===== config.mk =====
export PLATFORM = sky130hd
export DESIGN_NAME = mem_arb
export DESIGN_NICKNAME = d
export VERILOG_FILES = /design/src/rtl/mem_arb_pkg.sv /design/src/rtl/mem_arb_ram.sv /design/src/rtl/mem_arb.sv
export SDC_FILE = /design/constraint.sdc
export NUM_CORES = 2
export LEC_CHECK = 0
export CORE_MARGIN = 5
export CORE_UTILIZATION = 67
export CTS_BUF_LIST = sky130_fd_sc_hd__clkbuf_8
export DETAILED_ROUTE_END_ITERATION = 8
export GPL_TIMING_DRIVEN = 0
export HOLD_SLACK_MARGIN = 0.06
export PLACE_DENSITY = 0.84
export SETUP_SLACK_MARGIN = 0.15
export SYNTH_ARGS = -nofsm -noshare
export SYNTH_HDL_FRONTEND = slang
export SYNTH_SLANG_ARGS = --single-unit

===== constraint.sdc =====
create_clock -name clk -period 24.8 [get_ports clk]
set_input_delay 4.96 -clock clk [delete_from_list [all_inputs] [get_ports clk]]
set_output_delay 4.96 -clock clk [all_outputs]
set_load 0.1 [all_outputs]

===== src/rtl/mem_arb_pkg.sv =====
// Shared constants and types for the mem_arb RAM arbiter and the address decode around it.
// The MEM_ARB_PRIO0_EN build option itself lives in mem_arb.sv.
package mem_arb_pkg;

    // Ceiling log2, never less than 1, so a 2-port arbiter still gets a 1-bit index.
    function automatic int clog2(input int value);
        int r;
        r = 0;
        while ((1 << r) < value) r++;
        return (r == 0) ? 1 : r;
    endfunction

    localparam int          NPORTS_DEFAULT = 3;
    localparam logic [3:0]  BASE_DEFAULT   = 4'h0;
    localparam logic [15:0] RD_DEFAULT_VAL = 16'hEEEE;

    typedef logic [clog2(NPORTS_DEFAULT)-1:0] port_idx_t;

    // Which source drives rdata after the most recent read completion.
    typedef enum logic [1:0] {
        RD_SRC_ZERO = 2'd0,
        RD_SRC_RAM  = 2'd1,
        RD_SRC_DEF  = 2'd2
    } rd_src_e;

endpackage


===== src/rtl/mem_arb_ram.sv =====
// Single-port synchronous RAM with a registered read port.
// The body matches the inference template for iCE40 SB_RAM40_4K blocks.
module mem_arb_ram #(
    parameter int DW         = 16,
    parameter int DEPTH_LOG2 = 8
) (
    input  logic                  clk,
    input  logic [DEPTH_LOG2-1:0] addr,
    input  logic                  we,
    input  logic [DW-1:0]         wdata,
    input  logic                  re,
    output logic [DW-1:0]         rdata
);

    logic [DW-1:0] mem [2**DEPTH_LOG2];
    logic [DW-1:0] rdata_q;

    always_ff @(posedge clk) begin
        if (we) mem[addr] <= wdata;
        if (re) rdata_q <= mem[addr];
    end

    assign rdata = rdata_q;

endmodule


===== src/rtl/mem_arb.sv =====
// N-port round-robin arbiter in front of one synchronous RAM, one access per clock.
// Build option MEM_ARB_PRIO0_EN gives port 0 (debug) absolute priority over the round-robin ports.
module mem_arb
    import mem_arb_pkg::*;
#(
    parameter int              NPORTS     = NPORTS_DEFAULT,
    parameter int              AW         = 16,
    parameter int              DW         = 16,
    parameter int              DEPTH_LOG2 = 8,
    parameter logic [3:0]      BASE       = BASE_DEFAULT,
    parameter logic [DW-1:0]   RD_DEFAULT = DW'(RD_DEFAULT_VAL)
) (
    input  logic                   clk,
    input  logic                   reset,
    input  logic [NPORTS-1:0]      req,
    input  logic [NPORTS-1:0]      we,
    input  logic [NPORTS*AW-1:0]   addr,
    input  logic [NPORTS*DW-1:0]   wdata,
    output logic [NPORTS-1:0]      rdy,
    output logic [DW-1:0]          rdata,
    output logic                   busy
);

    localparam int PW = clog2(NPORTS);

`ifdef MEM_ARB_PRIO0_EN
    localparam bit PRIO0 = 1'b1;
`else
    localparam bit PRIO0 = 1'b0;
`endif

    logic [PW-1:0]     ptr_q, ptr_d;
    logic [NPORTS-1:0] rdy_q, rdy_d;
    rd_src_e           rd_src_q, rd_src_d;

    logic [NPORTS-1:0] elig;
    logic              gnt_valid;
    int                gnt_idx;
    int                idx;
    logic [AW-1:0]     gnt_addr;
    logic [DW-1:0]     gnt_wdata;
    logic              gnt_we;
    logic              in_range;
    logic              ram_we, ram_re;
    logic [DW-1:0]     ram_rdata;

    // A port in its rdy cycle is not eligible, so a lone requester gets every other cycle.
    always_comb begin
        elig      = req & ~rdy_q;
        gnt_valid = 1'b0;
        gnt_idx   = 0;
        idx       = 0;
        if (PRIO0 && elig[0]) begin
            gnt_valid = 1'b1;
            gnt_idx   = 0;
        end else begin
            for (int k = 0; k < NPORTS; k++) begin
                idx = (int'(ptr_q) + k) % NPORTS;
                if (!gnt_valid && elig[idx] && !(PRIO0 && idx == 0)) begin
                    gnt_valid = 1'b1;
                    gnt_idx   = idx;
                end
            end
        end
    end

    always_comb begin
        gnt_addr  = addr[gnt_idx*AW +: AW];
        gnt_wdata = wdata[gnt_idx*DW +: DW];
        gnt_we    = we[gnt_idx];
        in_range  = (gnt_addr[AW-1:AW-4] == BASE);
        ram_we    = gnt_valid && gnt_we && in_range;
        ram_re    = gnt_valid && !gnt_we && in_range;
    end

    // Priority grants to port 0 leave the round-robin pointer where it was.
    always_comb begin
        ptr_d    = ptr_q;
        rdy_d    = '0;
        rd_src_d = rd_src_q;
        if (gnt_valid) begin
            rdy_d[gnt_idx] = 1'b1;
            if (!(PRIO0 && gnt_idx == 0)) ptr_d = PW'((gnt_idx + 1) % NPORTS);
            if (!gnt_we) rd_src_d = in_range ? RD_SRC_RAM : RD_SRC_DEF;
        end
    end

    always_ff @(posedge clk or posedge reset) begin
        if (reset) begin
            ptr_q    <= '0;
            rdy_q    <= '0;
            rd_src_q <= RD_SRC_ZERO;
        end else begin
            ptr_q    <= ptr_d;
            rdy_q    <= rdy_d;
            rd_src_q <= rd_src_d;
        end
    end

    mem_arb_ram #(
        .DW         (DW),
        .DEPTH_LOG2 (DEPTH_LOG2)
    ) u_ram (
        .clk   (clk),
        .addr  (gnt_addr[DEPTH_LOG2-1:0]),
        .we    (ram_we),
        .wdata (gnt_wdata),
        .re    (ram_re),
        .rdata (ram_rdata)
    );

    // The RAM output register only moves on in-range reads, so it holds the last value by itself.
    always_comb begin
        case (rd_src_q)
            RD_SRC_RAM: rdata = ram_rdata;
            RD_SRC_DEF: rdata = RD_DEFAULT;
            default:    rdata = '0;
        endcase
    end

    assign rdy  = rdy_q;
    assign busy = gnt_valid;

endmodule

==> run_results.csv, run 1 <==
group,metric,value,unit
yosys,yosys_register_bits,4119,
yosys,synth_edf_count,4112,
global_routing,grt_start_max_net_pins,33,
die,fp-row-count,180,
yosys,avgSynthCellArea,20.26,um^2
placement,place_congestion,1.210,
placement,port_buffers,111,
outcome,failing_step,"5_1_grt",
cts,post_cts_resized,0,
outcome,first-error,"[ERROR GRT-0232] Routing congestion too high. Check the congestion heatmap in the GUI.",
yosys,syn_nets,8084,
yosys,seq_area_frac_synth,76.68,%
cts,htree_levels,6,
die,pin_count,124,
placement,dp_hpwl,585600,um
die,die_x,500.6,um
cts,post-cts-setup-buffers,0,
yosys,syn_area,0.1613,mm^2
cts,ctsHoldBuffers,0,
global_routing,grt_overflow_total,8,
yosys,ys_warn_count,0,
global_routing,grt_util_all_layers,79.87,%
global_routing,antenna_found_initial,218,
cts,cts_sinks,4119,
outcome,status,"stopped before the end",
yosys,ys_types,91,
yosys,synth-async-reset-ratio,0.1699,%
yosys,synthFlopType,"edfxtp_1",
die,die_h,500.6,um
cts,cts_buffers,638,
cts,cts_root_buf,"clkbuf_8",
cts,ctsLongestPathBuffers,4,
die,initial_utilization,67.17,%
yosys,syn_inst,7961,
## per-layer routing
| metal | overflow | GRT usage, % |
|---|---|---|
| met3 | 0 | 73.84 |
| met2 | 5 | 89.01 |
| met5 | 0 | 58.38 |
| met4 | 3 | 74.04 |
| met1 | 0 | 80.23 |
## Yosys cell counts, types with 5 or more instances
cell	count	area, um^2
edfxtp_1	4112	123500
mux4_2	1024	23060
nand2_1	884	3318
nor2_1	350	1314
nand3_1	271	1356
clkbuf_1	172	645.6
buf_2	151	755.7
and3_1	145	907.1
mux2i_1	124	1241
a211oi_1	119	893.4
a21oi_1	100	500.5
buf_1	87	326.6
buf_4	47	352.8
a311oi_1	38	332.8
o21ai_0	24	120.1
a31oi_1	23	143.9
buf_6	23	259.0
inv_1	21	78.83
nor4_1	21	131.4
nor3_1	20	100.1
o22ai_1	20	125.1
ha_1	19	237.7
nand4_1	10	62.56
and2_1	9	56.30
or4_1	9	67.56
o21ai_1	8	40.04
xnor2_1	8	70.07
a211o_1	7	61.31
dfrtp_1	7	175.2
o211ai_1	6	45.04
a2111oi_0	5	43.79
nor2b_1	5	31.28
## logic make-up after synthesis
logic type	synth area share (%)
adder cells (fa/ha/maj)	0.1536
AO/OA/AOI/OAI	1.774
flip-flops	76.68
multiplexers	15.08
AND/OR/NAND/NOR	4.737
XOR/XNOR	0.07139
buffers and inverters	1.502
## stage by stage
stage	hold WS [ps]	setup WS (ps)	utilization, %	cells	cell area, um^2
2_1_floorplan	478.6	5105	-	7961	161300
3_3_place_gp	493.5	-10710	69.29	11260	166400
3_5_place_dp	510.9	9788	73.51	11680	176500
4_1_cts	528.2	10910	78.11	12760	187500
==> run 2: changes to the inputs <==
--- a/config.mk
+++ b/config.mk
@@ -6,13 +6,10 @@
 export NUM_CORES = 2
 export LEC_CHECK = 0
 export CORE_MARGIN = 5
-export CORE_UTILIZATION = 67
-export CTS_BUF_LIST = sky130_fd_sc_hd__clkbuf_8
+export CORE_UTILIZATION = 40
 export DETAILED_ROUTE_END_ITERATION = 8
 export GPL_TIMING_DRIVEN = 0
-export HOLD_SLACK_MARGIN = 0.06
-export PLACE_DENSITY = 0.84
-export SETUP_SLACK_MARGIN = 0.15
+export PLACE_DENSITY_LB_ADDON = 0.15
 export SYNTH_ARGS = -nofsm -noshare
 export SYNTH_HDL_FRONTEND = slang
 export SYNTH_SLANG_ARGS = --single-unit
==> run 2 against run 1 <==
The flow now finishes, with violations (capacitance limit, slew limit); synthesized cell count is the same; area after synthesis unchanged.
==> run_results.csv, run 2 <==
group,metric,value,unit
outcome,status,"finished with violations",
outcome,failed_checks,"capacitance limit, slew limit",
setup_path,critical-path-slowest-cell,"nand3_1",
die,die_area,0.4160,mm^2
sta,period_needed,14340,ps
die,die_x,645.0,um
yosys,syn_nets,8084,
yosys,yosys_register_bits,4119,
final_layout,area_growth,21.57,%
yosys,synth_area_leaders,"edfxtp_1 77%, mux4_2 14%, nand2_1 2.1%, nand3_1 0.84%, nor2_1 0.81%",
cts,cts_sinks,4119,
setup_path,cp-end-kind,"flip-flop",
final_layout,regMostFlops,"u_ram.mem",
detailed_routing,detail-route-antenna-nets,0,
final_layout,regArea,0.1237,mm^2
sta,setup_violations,0,
sta,setup-tns-final,0,ps
placement,place_congestion,1.105,
detailed_routing,first_pass_iters,6,
cts,ctsHoldBuffers,0,
cts,post_cts_resized,0,
yosys,synth.most_common_cell,"edfxtp_1",
cts,clock_latency,1100,ps
sta,clock_skew,51.19,ps
detailed_routing,vias,104200,
final_layout,layout.nets,9164,
sta,report.final.hold_viol_count,0,
yosys,yosys.area.top_type,"edfxtp_1",
sta,max_freq,69.73,MHz
yosys,syn_area,0.1613,mm^2
die,die_h,645.0,um
setup_path,crit_top_cell,"buf_2",
yosys,synth_edf_count,4112,
sta,rsz0062_at_grt,"false",
yosys,yosys-top-cells-count,"4112 x edfxtp_1, 1024 x mux4_2, 884 x nand2_1",
setup_path,cp.buffers_inverters,7,
detailed_routing,drc,0,
sta,slew_violations,122,
final_layout,final_common_cell,"edfxtp_1",
detailed_routing,wl,905100,um
sta,tightest_slew,1755,ps
final_layout,nFillCells,33020,
setup_path,crit_fanout,16,
placement,dp_hpwl,648700,um
cts,htree_levels,5,
global_routing,grt_pass1_wl,1104000,um
cts,clk_pin_slew,60,ps
detailed_routing,routedWlPerCell,61.02,um
global_routing,grt_overflow_total,0,
final_layout,layout_common_cells,"4112 x edfxtp_1, 1024 x mux4_2, 884 x nand2_1",
yosys,synth_top_area_share,76.57,%
die,fp-row-count,233,
yosys,synthFlopType,"edfxtp_1",
cts,cts_root_buf,"clkbuf_16",
cts,cts_tree,"built",
final_layout,layout-drive-gt1-share,31.20,%
yosys,ys_warn_count,0,
yosys,synth-async-reset-ratio,0.1699,%
yosys,ys_types,91,
setup_path,crit_type,"in -> reg",
placement,dp_slack,9983,ps
global_routing,antenna_found_initial,218,
global_routing,grt_start_max_net_pins,32,
cts,post-cts-setup-buffers,0,
setup_path,critPathArrivalTime,15000,ps
setup_path,critical_path.top_delay_family,"buffers and inverters",
placement,port_buffers,111,
flow_run,cap_violations,16,
cts,ctsLongestPathBuffers,4,
setup_path,worst_ep_required_time,25460,ps
yosys,seq_area_frac_synth,76.68,%
detailed_routing,drt_iter0_drc,21620,
final_layout,largest_reg_flops,4096,
yosys,syn_inst,7961,
detailed_routing,viasPerCell,7.027,
global_routing,grt_pass1_vias,92550,
die,core,0.4023,mm^2
global_routing,grt_util_all_layers,42.78,%
cts,cts_buffers,438,
sta,slew_headroom,-17.77,%
setup_path,worstSetupStartpointType,"input port",
yosys,avgSynthCellArea,20.26,um^2
setup_path,max_stage_delay,1210,ps
die,initial_utilization,40.08,%
sta,fin_crit_sh,57.83,%
final_layout,multiInputGateArea,0.03711,mm^2
sta,timing.final.ws_setup,10460,ps
setup_path,path_cells,"clkdlybuf4s50_1, or3b_4, or4_4, o21ai_2, a21oi_2, nor4b_1, buf_2, buf_2, buf_2, buf_2, buf_2, nand2_1, nor2_1, nand3_1, clkbuf_2, nor2_4",
worst_hold_path,hold_class,"reg -> reg",
die,pin_count,124,
-- run 2: area by class of cell --
type	instances	share of cell area, %
Multi-Input combinational cell	3340	18.93
Sequential cell	4119	63.07
Antenna cell	144	0.1838
Clock inverter	265	1.341
Clock buffer	536	5.869
Inverter	22	0.04212
Buffer	480	1.326
Timing Repair Buffer	640	5.866
Tap cell	5287	3.374
-- run 2: cells by family (layout without fill, tap and decap cells) --
logic type / Yosys count / in the layout / synth area share (%)
adder cells (fa/ha/maj): 20 / 20 / 0.1536
flip-flops: 4119 / 4119 / 76.68
other: 0 / 144 / 0
XOR/XNOR: 11 / 11 / 0.07139
buffers and inverters: 502 / 1943 / 1.502
multiplexers: 1150 / 1150 / 15.08
AO/OA/AOI/OAI: 404 / 404 / 1.774
AND/OR/NAND/NOR: 1755 / 1755 / 4.737
-- run 2: worst register-to-register path: stages (launching register included) --
cell	delay, ps
dfrtp_1	610
inv_1	270
ha_1	460
or4b_1	620
o22a_1	290
o21ai_2	290
a21oi_2	190
nor4b_1	320
buf_2	450
buf_2	960
buf_2	1020
buf_2	1010
buf_2	810
nand2_1	200
nor2_1	320
nand3_1	1210
clkbuf_2	900
nor2_4	970
-- run 2: final timing paths --
kind                       slack, ps        start  depth (start not counted)                 end
setup / recovery               10460       req[0]                         16  u_ram.mem[194][15]
hold / removal                   530  rd_src_q[0]                          1         rd_src_q[0]
setup reg to reg               13480     ptr_q[1]                         17  u_ram.mem[194][15]
hold reg to reg                  530  rd_src_q[0]                          1         rd_src_q[0]
max in group asynchronous      19950        reset                          2            ptr_q[0]
min in group asynchronous       4360        reset                          2              rdy[1]
-- run 2: through the flow --
| step | instances | hold slack [ps] | cell area, um^2 | utilization (%) |
|---|---|---|---|---|
| 6_report | 14830 | 526.5 | 196100 | 48.73 |
| 5_1_grt | 14710 | 571.7 | 195800 | 48.66 |
| 4_1_cts | 14690 | 522.5 | 195700 | 48.64 |
| 3_5_place_dp | 13890 | 504.4 | 181500 | 45.12 |
| 3_3_place_gp | 13360 | 496.7 | 169000 | 42.00 |
| 2_1_floorplan | 7961 | 478.6 | 161300 | - |
-- run 2: routing by layer --
metal | vias up | track usage, % | routed length, um
li1 | 35080 | - | -
met1 | 55810 | 51.67 | 305900
met4 | 106 | 33.73 | 88820
met2 | 10640 | 57.65 | 366000
met3 | 2607 | 21.47 | 143400
met5 | - | 0.2428 | 993
Power of run 2 is not shown: default switching activity piles up to over one toggle a cycle in this logic, so the estimate is an artifact.
